## config.mk

```make
export PLATFORM = sky130hd
export DESIGN_NAME = n64_snac_poller
export DESIGN_NICKNAME = d
export VERILOG_FILES = /design/src/rtl/n64_snac_poller.sv
export SDC_FILE = /design/constraint.sdc
export NUM_CORES = 1
export LEC_CHECK = 0
export CORE_MARGIN = 2
export CORE_UTILIZATION = 46
export DETAILED_ROUTE_END_ITERATION = 16
export PLACE_DENSITY = 0.86
export SLEW_MARGIN = 20
export SYNTH_ARGS = -nofsm -noshare
export SYNTH_HDL_FRONTEND = slang
export SYNTH_SLANG_ARGS = --single-unit
```

## constraint.sdc

```tcl
create_clock -name clk_1x -period 1.8 [get_ports clk_1x]
set_clock_uncertainty 0.2 [all_clocks]
set_input_delay 0.27 -clock clk_1x [delete_from_list [all_inputs] [get_ports clk_1x]]
set_output_delay 0.27 -clock clk_1x [all_outputs]
set_load 0.01 [all_outputs]
```

## src/rtl/n64_snac_poller.sv

```systemverilog
// N64 pad poller: drives a SNAC line driver with identify/read commands,
// tracks pad presence over consecutive read timeouts and latches button state.
module n64_snac_poller #(
  parameter int RETRY_LIMIT = 3,
  parameter int GAP_CYCLES  = 64
) (
  input  logic        clk_1x,
  input  logic        reset,
  input  logic        poll_req,
  input  logic        drv_ready,
  input  logic        drv_byteRec,
  input  logic [7:0]  drv_dataIn,
  input  logic        drv_timeout,
  output logic        drv_start,
  output logic [7:0]  drv_cmdData,
  output logic        drv_toPad_ena,
  output logic [5:0]  drv_sendCnt,
  output logic [5:0]  drv_receiveCnt,
  output logic        pad_present,
  output logic [15:0] pad_type,
  output logic [31:0] buttons,
  output logic        buttons_valid,
  output logic        busy
);

  typedef enum logic [2:0] {IDLE, START, WAIT_ACK, RECV, GAP} state_t;

  localparam logic [3:0] RETRY_L = 4'(RETRY_LIMIT);
  localparam logic [7:0] GAP_L   = 8'(GAP_CYCLES - 1);

  state_t          state, state_nxt;
  logic            pending;
  logic [3:0]      miss_cnt, miss_inc;
  logic [2:0]      byte_cnt;
  logic [1:0]      wait_cnt;
  logic [7:0]      gap_cnt;
  logic [3:0][7:0] rx_bytes;
  logic            launch, rx_to, rx_done, is_read;

  assign drv_toPad_ena = 1'b0;
  assign drv_sendCnt   = 6'd1;

  assign is_read  = drv_cmdData[0];
  assign launch   = (state == IDLE) && (poll_req || pending) && drv_ready;
  assign rx_to    = (state == RECV) && drv_timeout;
  assign rx_done  = (state == RECV) && !drv_timeout && ({3'd0, byte_cnt} == drv_receiveCnt);
  assign miss_inc = (miss_cnt == 4'd15) ? 4'd15 : miss_cnt + 4'd1;

  always_ff @(posedge clk_1x) begin
    if (reset) state <= IDLE;
    else       state <= state_nxt;
  end

  always_comb begin
    state_nxt = state;
    case (state)
      IDLE:     if (launch) state_nxt = START;
      START:    state_nxt = WAIT_ACK;
      // driver never dropped ready: pulse start again
      WAIT_ACK: if (!drv_ready) state_nxt = RECV;
                else if (wait_cnt == 2'd3) state_nxt = START;
      RECV:     if (rx_to || rx_done) state_nxt = GAP;
      GAP:      if (gap_cnt == GAP_L) state_nxt = IDLE;
      default:  state_nxt = IDLE;
    endcase
  end

  always_ff @(posedge clk_1x) begin
    if (reset) begin
      drv_start      <= 1'b0;
      drv_cmdData    <= 8'h00;
      drv_receiveCnt <= 6'd3;
      pad_present    <= 1'b0;
      pad_type       <= 16'h0000;
      buttons        <= 32'h0;
      buttons_valid  <= 1'b0;
      busy           <= 1'b0;
      pending        <= 1'b0;
      miss_cnt       <= 4'd0;
      byte_cnt       <= 3'd0;
      wait_cnt       <= 2'd0;
      gap_cnt        <= 8'd0;
      rx_bytes       <= '0;
    end else begin
      drv_start     <= (state_nxt == START);
      busy          <= (state_nxt != IDLE);
      buttons_valid <= 1'b0;
      wait_cnt      <= (state == WAIT_ACK) ? wait_cnt + 2'd1 : 2'd0;
      gap_cnt       <= (state == GAP) ? gap_cnt + 8'd1 : 8'd0;

      if (launch)        pending <= 1'b0;
      else if (poll_req) pending <= 1'b1;

      if (launch) begin
        drv_cmdData    <= pad_present ? 8'h01 : 8'h00;
        drv_receiveCnt <= pad_present ? 6'd4 : 6'd3;
        byte_cnt       <= 3'd0;
      end

      if (state == RECV && drv_byteRec && !drv_timeout && !rx_done && !byte_cnt[2]) begin
        rx_bytes[byte_cnt[1:0]] <= drv_dataIn;
        byte_cnt                <= byte_cnt + 3'd1;
      end

      if (rx_to) begin
        byte_cnt <= 3'd0;
        if (is_read) begin
          miss_cnt <= miss_inc;
          if (miss_inc >= RETRY_L) begin
            pad_present <= 1'b0;
            buttons     <= 32'h0;
          end
        end
      end else if (rx_done) begin
        miss_cnt <= 4'd0;
        if (is_read) begin
          buttons       <= {rx_bytes[0], rx_bytes[1], rx_bytes[2], rx_bytes[3]};
          buttons_valid <= 1'b1;
        end else begin
          pad_present <= 1'b1;
          pad_type    <= {rx_bytes[0], rx_bytes[1]};
        end
      end
    end
  end

endmodule

```

==> impl_metrics.yaml <==
outcome:
  outcome: "finished, violations left"
  violations: "negative setup slack"
cells_and_area:
  nFillCells: 563
  final_layout_size_suffix_gt1_share_pct: 28.6
  n_antenna_cell: 0
  finish.utilization_pct: 68.4
  nets: 545
  multi_input_area_um2: 2130
  area_growth_pct: 43.1
  regArea_um2: 2160
  layout_common_cells: "dfxtp_1 (93), nor2_1 (48), clkdlybuf4s50_1 (42), mux2i_1 (31), buf_4 (31)"
  final_common_cell: "dfxtp_1"
drt:
  wl_um: 12300
  postRouteAntennaNets: 0
  drt_iter0_drc: 227
  num_vias: 3537
  firstDrtPassIters: 5
  drc: 0
  wl_per_cell_um: 19.4
  via_per_inst: 5.56
timing:
  rsz0062_at_grt: "true"
  hold-worst-slack_ns: 0.208
  setup_viol: 80
  drv_slew: 0
  period_share_pct: 109
  fmax_mhz: 509
  finalHoldViolCount: 0
  fin_crit_ns: 1.96
  worst_slack_ns: -0.164
setup_path:
  worstPathMaxFanout: 8
  required_ns: 1.86
  crit_chain: "buf_6 -> nor3_4 -> buf_6 -> o21ai_4 -> buf_6 -> nand4_4 -> buf_12 -> mux2i_1 -> nor2_1"
  critPathMostFrequentCell: "buf_6"
  startpoint_type: "flip-flop"
  cp_slowest_cell: "dfxtp_2"
  slowest_delay_ns: 0.35
  reg2reg_slack_ns: -0.16
  path_class: "flip-flop to flip-flop"
  end_kind: "flip-flop"
  arrival_ns: 2.03
hold_path:
  min_path_type: "input pin to flip-flop"
global_route:
  grt_usage_pct: 21.3
  globalRouteOverflowTotal: 0
  antenna_found_initial: 0
  grt_pass1_wl_um: 16600
  grt_max_degree: 35
  grt_pass1_vias: 3353
synth:
  synth_seq_area_share_pct: 51.1
  syn_area_per_cell_um2: 10.2
  yosys_most_used_dff: "dfxtp_1"
  async_flop_share_pct: 0
  synth_top_cells_by_area: "dfxtp_1 (51%), mux2i_1 (7.9%), a22o_1 (6.3%), nor2_1 (4.4%), buf_4 (4.3%)"
  ys_ff_latch: 107
  synth_edf_count: 0
  netlist_instances: 411
  synth_top_area_share_pct: 51.1
  ys_warn_count: 0
  synth_cell_type_count: 49
  synth.largest_area_cell: "dfxtp_1"
  syn_area_um2: 4190
placed_design:
  port_buffers: 69
  place_congestion: 0.850
  hpwl_um: 6620
  dp_slack_ns: -0.604
clocking:
  clkSinkCount: 107
  insertion_delay_ns: 0.38
  cts_tree: "yes"
  cts_max_path_buffers: 2
  path_clk_slew_ns: 0.11
  clockRootBuffer: "clkbuf_8"
  cts_buffers: 9
  h-tree-depth: 3
floorplanning:
  ios: 87
  die_area_um2: 9890
  die_w_um: 99.5
  rows: 34
  die_h_um: 99.5
  core_area_um2: 8760
  initial_utilization_pct: 47.8
flow_run:
  drv_cap: 0
pwr:
  power_density_nw_per_um2: 696
  ir_drop_mv: 0.438
  leakagePower_uw: 0.00306
==> area by class of cell <==
type / instances / share of cell area (%)
clock buffers: 9 / 2.07
clock inverters: 7 / 1.52
inverters: 6 / 0.375
multi-input cells: 274 / 35.5
flip-flops and latches: 107 / 36.0
well taps: 108 / 2.25
repair buffers: 125 / 22.2
==> critical path: cells and delay by family, from the launching register on <==
family	cells	cell delay (ns)
buffers and inverters	4	0.54
DFF	1	0.35
AOI/OAI and AO/OA	1	0.07
and+or+nand+nor	3	0.39
muxes	1	0.29
==> registers in the layout, indices dropped and copies added (netlist names) <==
register        count
busy                1
buttons            32
buttons_valid       1
byte_cnt            3
drv_receiveCnt      2
drv_start           1
gap_cnt             8
miss_cnt            4
pad_present         1
pad_type           16
pending             1
rx_bytes           32
state               3
wait_cnt            2
==> through the flow <==
| step | total power (uW) | instances | TNS [ns] | instance area (um2) |
|---|---|---|---|---|
| global placement | 2640 | 603 | -33.19 | 5180 |
| finish | 4170 | 636 | -5.49 | 6000 |
| detailed placement | 2640 | 603 | -36.43 | 5180 |
| CTS | 4140 | 626 | -0.711 | 5570 |
| floorplan | 2580 | 426 | 0 | 4260 |
| global route | 4300 | 636 | -8.99 | 6000 |
==> metal layers <==
layer / share of wire (%) / GRT usage [%] / up-vias / wire length [um]
li1: - / - / 1626 / -
met1: 40 / 26.0 / 1704 / 4960
met2: 49 / 35.3 / 154 / 6090
met3: 5.7 / 5.76 / 53 / 703
met4: 4.8 / 9.48 / 0 / 590
met5: 0 / 0 / - / 0
==> cells in the mapped netlist (2+ instances only) <==
cell / number
clkbuf_1: 7
nand4_2: 3
o21a_1: 2
o21ai_0: 4
nand2_1: 38
a31oi_1: 2
a22o_2: 2
inv_1: 6
nor3_1: 5
nand2b_1: 7
a21oi_1: 25
buf_4: 24
and2_1: 2
dfxtp_1: 107
buf_6: 4
ha_1: 8
nand3_1: 9
a22o_1: 30
mux2i_1: 33
nor2b_1: 3
nor2_1: 49
conb_1: 2
xnor2_1: 3
and3_1: 3
buf_2: 4
xor2_1: 4
o31ai_1: 3
==> cell families (layout without fill, tap and decap cells) <==
kind of cell | after synthesis | count (layout) | share of synthesized area (%)
adder cells (fa/ha/maj) | 8 | 8 | 2.39
AO/OA/AOI/OAI | 76 | 77 | 14.1
flip-flops | 107 | 107 | 51.1
other | 2 | 17 | 0.179
AND/OR/NAND/NOR | 132 | 132 | 15.8
XOR/XNOR | 7 | 7 | 1.46
buffers and inverters | 46 | 147 | 7.10
multiplexers | 33 | 33 | 7.88
==> final timing paths <==
| check | start | endpoint | depth (start not counted) |
|---|---|---|---|
| setup / recovery | byte_cnt[1] | rx_bytes[0] | 9 |
| setup reg to reg | byte_cnt[1] | rx_bytes[0] | 9 |
| hold reg to reg | wait_cnt[0] | wait_cnt[0] | 1 |
| hold / removal | reset | drv_receiveCnt[2] | 3 |
==> repair_timing <==
action                     4_1_cts  5_1_grt
setup buffers                    6        8
cloned                           1        2
hold buffers                     0        0
setup endpoints to repair       91       96
pin swaps                       10       56
resized for setup               33       93
==> power breakdown <==
part	total [uW]	switching, uW	internal [uW]	leakage (uW)
combinational	253	150	103	0.00209
sequential	2390	8.95	2380	0.000869
clock	1530	962	569	0.000106
total	4170	1120	3050	0.00306
No activity file was read; power rests on OpenSTA's default activity.
